===== src/rtl/compressed_fetch_aligner.sv =====
// Halfword realignment queue between instruction fetch and the compressed decoder.
// Optional InstIllegal output is built when CFA_ILLEGAL_CHECK_EN is defined.
module compressed_fetch_aligner #(
  parameter int          BUF_HALFWORDS = 4,
  parameter logic [31:0] RESET_PC      = 32'h0
) (
  input  logic        Clk,
  input  logic        nReset,
  input  logic        FetchValid,
  output logic        FetchReady,
  input  logic [31:0] FetchData,
  input  logic        Flush,
  input  logic [31:0] FlushPc,
  output logic        InstValid,
  input  logic        InstReady,
  output logic [31:0] InstData,
  output logic [31:0] InstPc,
  output logic        InstCompressed
`ifdef CFA_ILLEGAL_CHECK_EN
  ,
  output logic        InstIllegal
`endif
);

  localparam int PW = $clog2(BUF_HALFWORDS);
  localparam int CW = PW + 1;

  logic [15:0]   buf_q [BUF_HALFWORDS];
  logic [PW-1:0] rd_ptr;
  logic [PW-1:0] wr_ptr;
  logic [CW-1:0] count;
  logic          skip_low;
  logic [31:0]   pc;

  logic [15:0]   h0;
  logic [15:0]   h1;
  logic          is_comp;
  logic          has_data;
  logic          accept;
  logic          pop;
  logic [CW-1:0] push_n;
  logic [CW-1:0] pop_n;

  // Handshakes: a transfer happens on a cycle where valid and ready are both 1;
  // the producer holds its payload stable until then, and neither side's ready
  // depends on the other side's valid (outputs come from registers, Flush only gates).
  assign h0       = buf_q[rd_ptr];
  assign h1       = buf_q[rd_ptr + PW'(1)];
  assign is_comp  = (h0[1:0] != 2'b11);
  assign has_data = (count != '0);

  assign FetchReady     = !Flush && (count <= CW'(BUF_HALFWORDS - 2));
  assign InstValid      = !Flush && (is_comp ? (count >= CW'(1)) : (count >= CW'(2)));
  assign InstCompressed = has_data && is_comp;
  assign InstData       = !has_data ? 32'h0 : (is_comp ? {16'h0, h0} : {h1, h0});
  assign InstPc         = pc;

`ifdef CFA_ILLEGAL_CHECK_EN
  // All-zero halfword is defined-illegal; xxx11111 marks 48-bit-or-longer encodings.
  assign InstIllegal = has_data && ((h0 == 16'h0000) || (h0[4:0] == 5'b11111));
`endif

  assign accept = FetchValid && FetchReady;
  assign pop    = InstValid && InstReady;
  assign push_n = !accept ? CW'(0) : (skip_low ? CW'(1) : CW'(2));
  assign pop_n  = !pop ? CW'(0) : (is_comp ? CW'(1) : CW'(2));

  always_ff @(posedge Clk or negedge nReset) begin
    if (!nReset) begin
      for (int i = 0; i < BUF_HALFWORDS; i++) buf_q[i] <= '0;
      rd_ptr   <= '0;
      wr_ptr   <= '0;
      count    <= '0;
      skip_low <= 1'b0;
      pc       <= RESET_PC;
    end else if (Flush) begin
      rd_ptr   <= '0;
      wr_ptr   <= '0;
      count    <= '0;
      skip_low <= FlushPc[1];
      pc       <= {FlushPc[31:1], 1'b0};
    end else begin
      if (accept) begin
        // A redirect into the upper half of a word drops that word's low halfword.
        if (skip_low) begin
          buf_q[wr_ptr] <= FetchData[31:16];
          wr_ptr        <= wr_ptr + PW'(1);
          skip_low      <= 1'b0;
        end else begin
          buf_q[wr_ptr]          <= FetchData[15:0];
          buf_q[wr_ptr + PW'(1)] <= FetchData[31:16];
          wr_ptr                 <= wr_ptr + PW'(2);
        end
      end
      if (pop) begin
        rd_ptr <= rd_ptr + PW'(pop_n);
        pc     <= pc + (is_comp ? 32'd2 : 32'd4);
      end
      count <= count + push_n - pop_n;
    end
  end

endmodule

===== config.mk =====
export PLATFORM = sky130hd
export DESIGN_NAME = compressed_fetch_aligner
export DESIGN_NICKNAME = d
export VERILOG_FILES = /design/src/rtl/compressed_fetch_aligner.sv
export SDC_FILE = /design/constraint.sdc
export NUM_CORES = 1
export LEC_CHECK = 0
export BUFFER_PORTS_ARGS = -buffer_cell sky130_fd_sc_hd__clkbuf_2
export CAP_MARGIN = 20
export CORE_MARGIN = 1
export CORE_UTILIZATION = 30
export DETAILED_ROUTE_END_ITERATION = 16
export HOLD_SLACK_MARGIN = 0.12
export SYNTH_ARGS = -nofsm -noshare
export SYNTH_HDL_FRONTEND = slang
export SYNTH_SLANG_ARGS = --single-unit

===== constraint.sdc =====
create_clock -name Clk -period 4.8 [get_ports Clk]
set_input_delay 0.24 -clock Clk [delete_from_list [all_inputs] [get_ports Clk]]
set_output_delay 0.24 -clock Clk [all_outputs]
set_load 0.01 [all_outputs]

* Yosys cells after proc, flatten, opt, wreduce, memory -nomap -nowiden *
Index checks and enable logic that the tools add are counted.

word-level totals
  register bits after elaboration = 104
  input bits = 69
  output and inout port bits = 67

operators by class
  $add $sub $neg = 7
  $lt $le $gt $ge = 9
  equal/unequal tests = 1
  muxes and demuxes = 32
  bitwise gates (word level) = 5
  reductions and logical operators = 12

operators by type and width
  operator                                                                             number
  64-bit bitwise mux                                                                   3
  32-bit two-way mux                                                                   4
  16-bit two-way mux                                                                   6
  16-bit binary-select mux with 2-bit select                                           2
  16-bit demux with 2-bit select                                                       2
  64-bit two-way mux                                                                   1
  32-bit by 3-bit adder with 32-bit output                                             1
  2-bit two-way mux                                                                    9
  3-bit greater-or-equal comparator, second input constant                             4
  2-bit NOT with 3-bit output                                                          4
  1-bit logical AND                                                                    7
  3-bit by 1-bit less-than comparator with 1-bit output, second input constant         2
  3-bit two-way mux                                                                    2
  2-bit by 1-bit adder with 2-bit output, second input constant                        2
  2-bit nonzero test                                                                   2
  3-bit by 2-bit adder with 3-bit output                                               1
  3-bit by 1-bit greater-or-equal comparator with 1-bit output, second input constant  1
  3-bit by 2-bit greater-or-equal comparator with 1-bit output, second input constant  1
  3-bit by 2-bit less-or-equal comparator with 1-bit output, second input constant     1
  1-bit two-way mux                                                                    3
  3-bit nonzero test                                                                   1
  3-bit by 2-bit subtractor with 3-bit output                                          1
  2-bit adder                                                                          1
  2-bit adder, second input constant                                                   1
  4 further kinds                                                                      4

* Depth between registers and ports, before layout *
  word-level depth = 12
  gate-level depth with buffers = 15
  mapped depth without buffers = 11

* Worst setup path before layout *
OpenSTA, ideal clock, no wires.

  kind = register to register
  start = register rd_ptr[0]
  end = register pc[25], in the netlist InstPc[25]
  data arrival time = 3,622 ps
  data required time = 4,731 ps
  slack = 1,109 ps
  cell stages (with the launch flop) = 16
  buffers on the path = 4
  clock period less this slack = 3,691 ps
  path through = dfrtp_1 buf_6 mux4_2 buf_2 and2_1 buf_2 inv_2 ha_1 inv_1 fa_1 and4b_1 clkbuf_1 and2_1 o2111ai_1 or4_1 nand3_1

on the way
  word-level cells in the longest chain between the ends = 9

RTL lines
  item                                                                                  line    text
  start: declaration                                                                    29      logic [PW-1:0] rd_ptr;
  start signal: assignment                                                              96      rd_ptr <= rd_ptr + PW'(pop_n);
  2-bit NOT with 3-bit output (implied by the code) (*)                                 47      assign h0 = buf_q[rd_ptr];
  16-bit binary-select mux with 2-bit select (*)                                        47
  16-bit two-way mux (implied by the code) (*) (2 in a row)                             47
  2-bit != test (*)                                                                     49      assign is_comp = (h0[1:0] != 2'b11);
  3-bit two-way mux / 1-bit two-way mux (equally long branches)                         97, 53
  32-bit by 3-bit adder with 32-bit output / 1-bit logical AND (equally long branches)  97, 53
  32-bit two-way mux / 1-bit logical AND (equally long branches)                        95, 64
  32-bit two-way mux / 2-bit nonzero test (equally long branches)                       --
  end signal: assignment                                                                81      pc <= {FlushPc[31:1], 1'b0};
  end signal: assignment                                                                97      pc <= pc + (is_comp ? 32'd2 : 32'd4);
  end: declaration                                                                      33      logic [31:0] pc;

Every way passes the cells marked *; elsewhere a longest branch is shown, timed or not. The select of a mux whose other input is x is not followed.
A chain may end at the register's enable or synchronous reset.

* Final worst setup path *
  start = register rd_ptr[0]
  end = register pc[19], in the netlist InstPc[19]

Same word-level chain as after synthesis.

==> impl_metrics.json <==
{
  "critical_path_class": "reg2reg",
  "place_area_um2": 8010,
  "start_util": 0.305,
  "slew_headroom": 0.392,
  "dp_cells": 1198,
  "fp.dieH_um": 156,
  "end_kind": "flop",
  "combPwrFrac": 0.406,
  "dieArea_um2": 24500,
  "crit_chain": "mux4_2, buf_4, and2_1, inv_2, ha_1, inv_1, fa_1, and4b_1, and2_1, o2111ai_1, or4b_1, nand3_1",
  "drt_iter0_drc": 472,
  "crit_path_start": "rd_ptr[0]",
  "critPathMaxStageDelay_ps": 570,
  "max_freq_ghz": 0.249,
  "tns_ps": 0,
  "row_count": 56,
  "synthArstFlopShare": 1.00,
  "io_buffers": 133,
  "cts_buffers": 9,
  "internal_power_uw": 2110,
  "htreeDepth": 3,
  "clock_latency_ps": 360,
  "cp-start-kind": "flop",
  "dr.pass1.iters": 5,
  "synth_top_family_by_area": "compound AO/OA/AOI/OAI gates",
  "synth-seq-area-share": 0.360,
  "core_area_um2": 23500,
  "hpwl_mm": 14.7,
  "place_congestion": 0.765,
  "tritoncts": "done",
  "grtUsageTotal": 0.174,
  "area_delta_synth_final_pct": 20.2,
  "layout_common_cells": "clkbuf_2, dfrtp_1, nand2_1",
  "vias_per_cell": 5.22,
  "clkSlewWorstSetupHoldPaths_ps": 70,
  "avgSynthCellArea_um2": 8.72,
  "worstPathRequired_ps": 5090,
  "finalCritPeriodShare": 0.835,
  "powerDensity_nw_per_um2": 398,
  "clock_sinks": 103,
  "maxCapViolCount": 0,
  "hold_class": "in2reg",
  "r2r-start": "rd_ptr[0]",
  "finalClockSkew_ps": 15.9,
  "root_buffer": "clkbuf_16",
  "cp_common_cell": "and2_1",
  "syn_area_um2": 7160,
  "vias": 6498,
  "setup_viol": 0,
  "antenna_found_initial": 6,
  "fin_nets": 998,
  "cts_buffer_depth": 2,
  "static-leakage-power_uw": 0.00360,
  "totalWireLength_mm": 20.9,
  "layout_commonest_cell": "clkbuf_2",
  "clkPwrFrac": 0.221,
  "grt_pass1_wl_mm": 33.1,
  "yosysUniqueCellTypes": 55,
  "synth.area.top_cells": "dfrtp_1, mux4_2, a22oi_1",
  "worst_pin_slew_ps": 911,
  "synthSimpleGateAreaFrac": 0.183,
  "synth_fp_nets": 901,
  "synth_ff_type": "dfrtp_1",
  "rsz0062_at_grt": "false",
  "synthAdderAreaFrac": 0.0224,
  "drc": 0,
  "fillers": 2417,
  "grt_max_degree": 74,
  "status": "finished, final reports clean",
  "yosysWarnings": 0,
  "synth-seq-cells": 103,
  "fin_cells": 1246,
  "synth_compound_area_frac": 0.234,
  "drv_slew": 0,
  "switching_share": 0.384,
  "die_w_um": 156,
  "synth_top_area_frac": 0.360,
  "irDropWorstVdd_mv": 0.273,
  "hold_violations": 0,
  "ant_nets": 0,
  "grt_overflow": 0,
  "p_seq_frac": 0.373,
  "arrival_ps": 4300,
  "post-route-cell-area_um2": 8600,
  "pin_count": 136,
  "grt_pass1_vias": 6078,
  "yosysTopAreaCell": "dfrtp_1",
  "postSynthCellCount": 821,
  "muxShareOfSynthArea": 0.119,
  "fin_util": 0.367,
  "hold_start": "FlushPc[12]",
  "synth_xor_area_frac": 0.0245,
  "min_period_ps": 4010,
  "crit_slowest_cell": "or4b_1",
  "p_sw_uw": 1310,
  "synth_edf_count": 0,
  "avgRoutedWirePerCell_um": 16.8,
  "worstPathMaxFanout": 21,
  "drive_above_1_share": 0.237
}
-- area by class of cell --
type,instances,area [um2],share of cell area
Multi-Input combinational cell,614,4180,0.486
Sequential cell,103,2580,0.300
Timing Repair Buffer,179,1090,0.126
Tap cell,319,399,0.0464
Clock buffer,10,229,0.0266
Clock inverter,6,73.8,0.00858
Inverter,11,41.3,0.00480
Antenna cell,4,10.0,0.00116
-- flip-flops by register name, indices dropped and copies added (netlist names) --
signal,cells
wr_ptr,2
skip_low,1
count,3
buf_q,64
InstPc,31
rd_ptr,2
-- metal layers --
layer	global-route usage	wire (um)
met2	0.265	9280
met4	0.0616	287
met5	0	25
met3	0.0407	1320
met1	0.240	9960
-- kinds of logic (layout without fill, tap and decap cells) --
kind of cell             Yosys count  after routing
adder cells (fa/ha/maj)           11             11
multiplexers                      44             44
AND/OR/NAND/NOR                  280            280
XOR/XNOR                          20             20
flip-flops                       103            103
other                              1              5
buffers and inverters            104            206
AO/OA/AOI/OAI                    258            258
-- per-stage QoR --
| step | total power (uW) | setup WS (ps) | hold slack (ps) |
|---|---|---|---|
| final | 3430 | 790 | 126 |
| after global routing | 3660 | 544 | 141 |
| after CTS | 3440 | 801 | 123 |
| after detailed placement | 2660 | 832 | 435 |
| after global placement | 2630 | 836 | 437 |
| after floorplan | 2190 | 1110 | -55.6 |
-- final timing paths --
path                                    to  slack (ps)  depth (start not counted)
max in group asynchronous        rd_ptr[1]        3200                          3
worst max register to register  InstPc[19]         790                         12
min in group asynchronous       InstPc[28]         540                          2
worst max-delay path            InstPc[19]         790                         12
worst min-delay path            InstPc[12]         130                          3
worst min register to register   buf_q[49]         510                          2
-- Yosys cell counts (7+ instances only) --
| cell | number |
|---|---|
| nand2_1 | 97 |
| ha_1 | 8 |
| o211ai_1 | 9 |
| xor2_1 | 8 |
| nor2b_1 | 23 |
| a22oi_1 | 65 |
| or4_1 | 7 |
| buf_1 | 26 |
| clkbuf_1 | 60 |
| mux4_2 | 32 |
| nor2_1 | 86 |
| o21ai_0 | 75 |
| inv_1 | 9 |
| dfrtp_1 | 103 |
| o2111ai_1 | 7 |
| and2_1 | 7 |
| mux2_2 | 7 |
| xnor2_1 | 12 |
| o21ai_1 | 10 |
| nand3_1 | 12 |
| and3_1 | 20 |
| a31oi_1 | 72 |
-- power groups by stage --
stage / clock network, uW / registers [uW] / logic [uW]
finish: 758 / 1280 / 1390
global route: 806 / 1320 / 1540
CTS: 777 / 1280 / 1390
detailed placement: 0 / 1290 / 1360
global placement: 0 / 1280 / 1350
floorplan: 0 / 1230 / 962
-- critical path, delay by kind of cell (launching register included) --
| kind | cells | cell delay (ps) |
|---|---|---|
| AND/OR/NAND/NOR | 5 | 1580 |
| adder cells (fa/ha/maj) | 2 | 600 |
| multiplexers | 1 | 540 |
| flip-flops | 1 | 480 |
| buffers and inverters | 3 | 400 |
| AO/OA/AOI/OAI | 1 | 330 |
-- what timing repair did --
| action | 4_1_cts | 5_1_grt |
|---|---|---|
| setup endpoints to repair | 0 | 0 |
| endpoints found under the hold margin | 94 | 0 |
| hold buffers | 26 | 0 |
| buffers inserted | 0 | 0 |
| gates resized for setup | 0 | 0 |
Power figures use the tool's default switching activity.
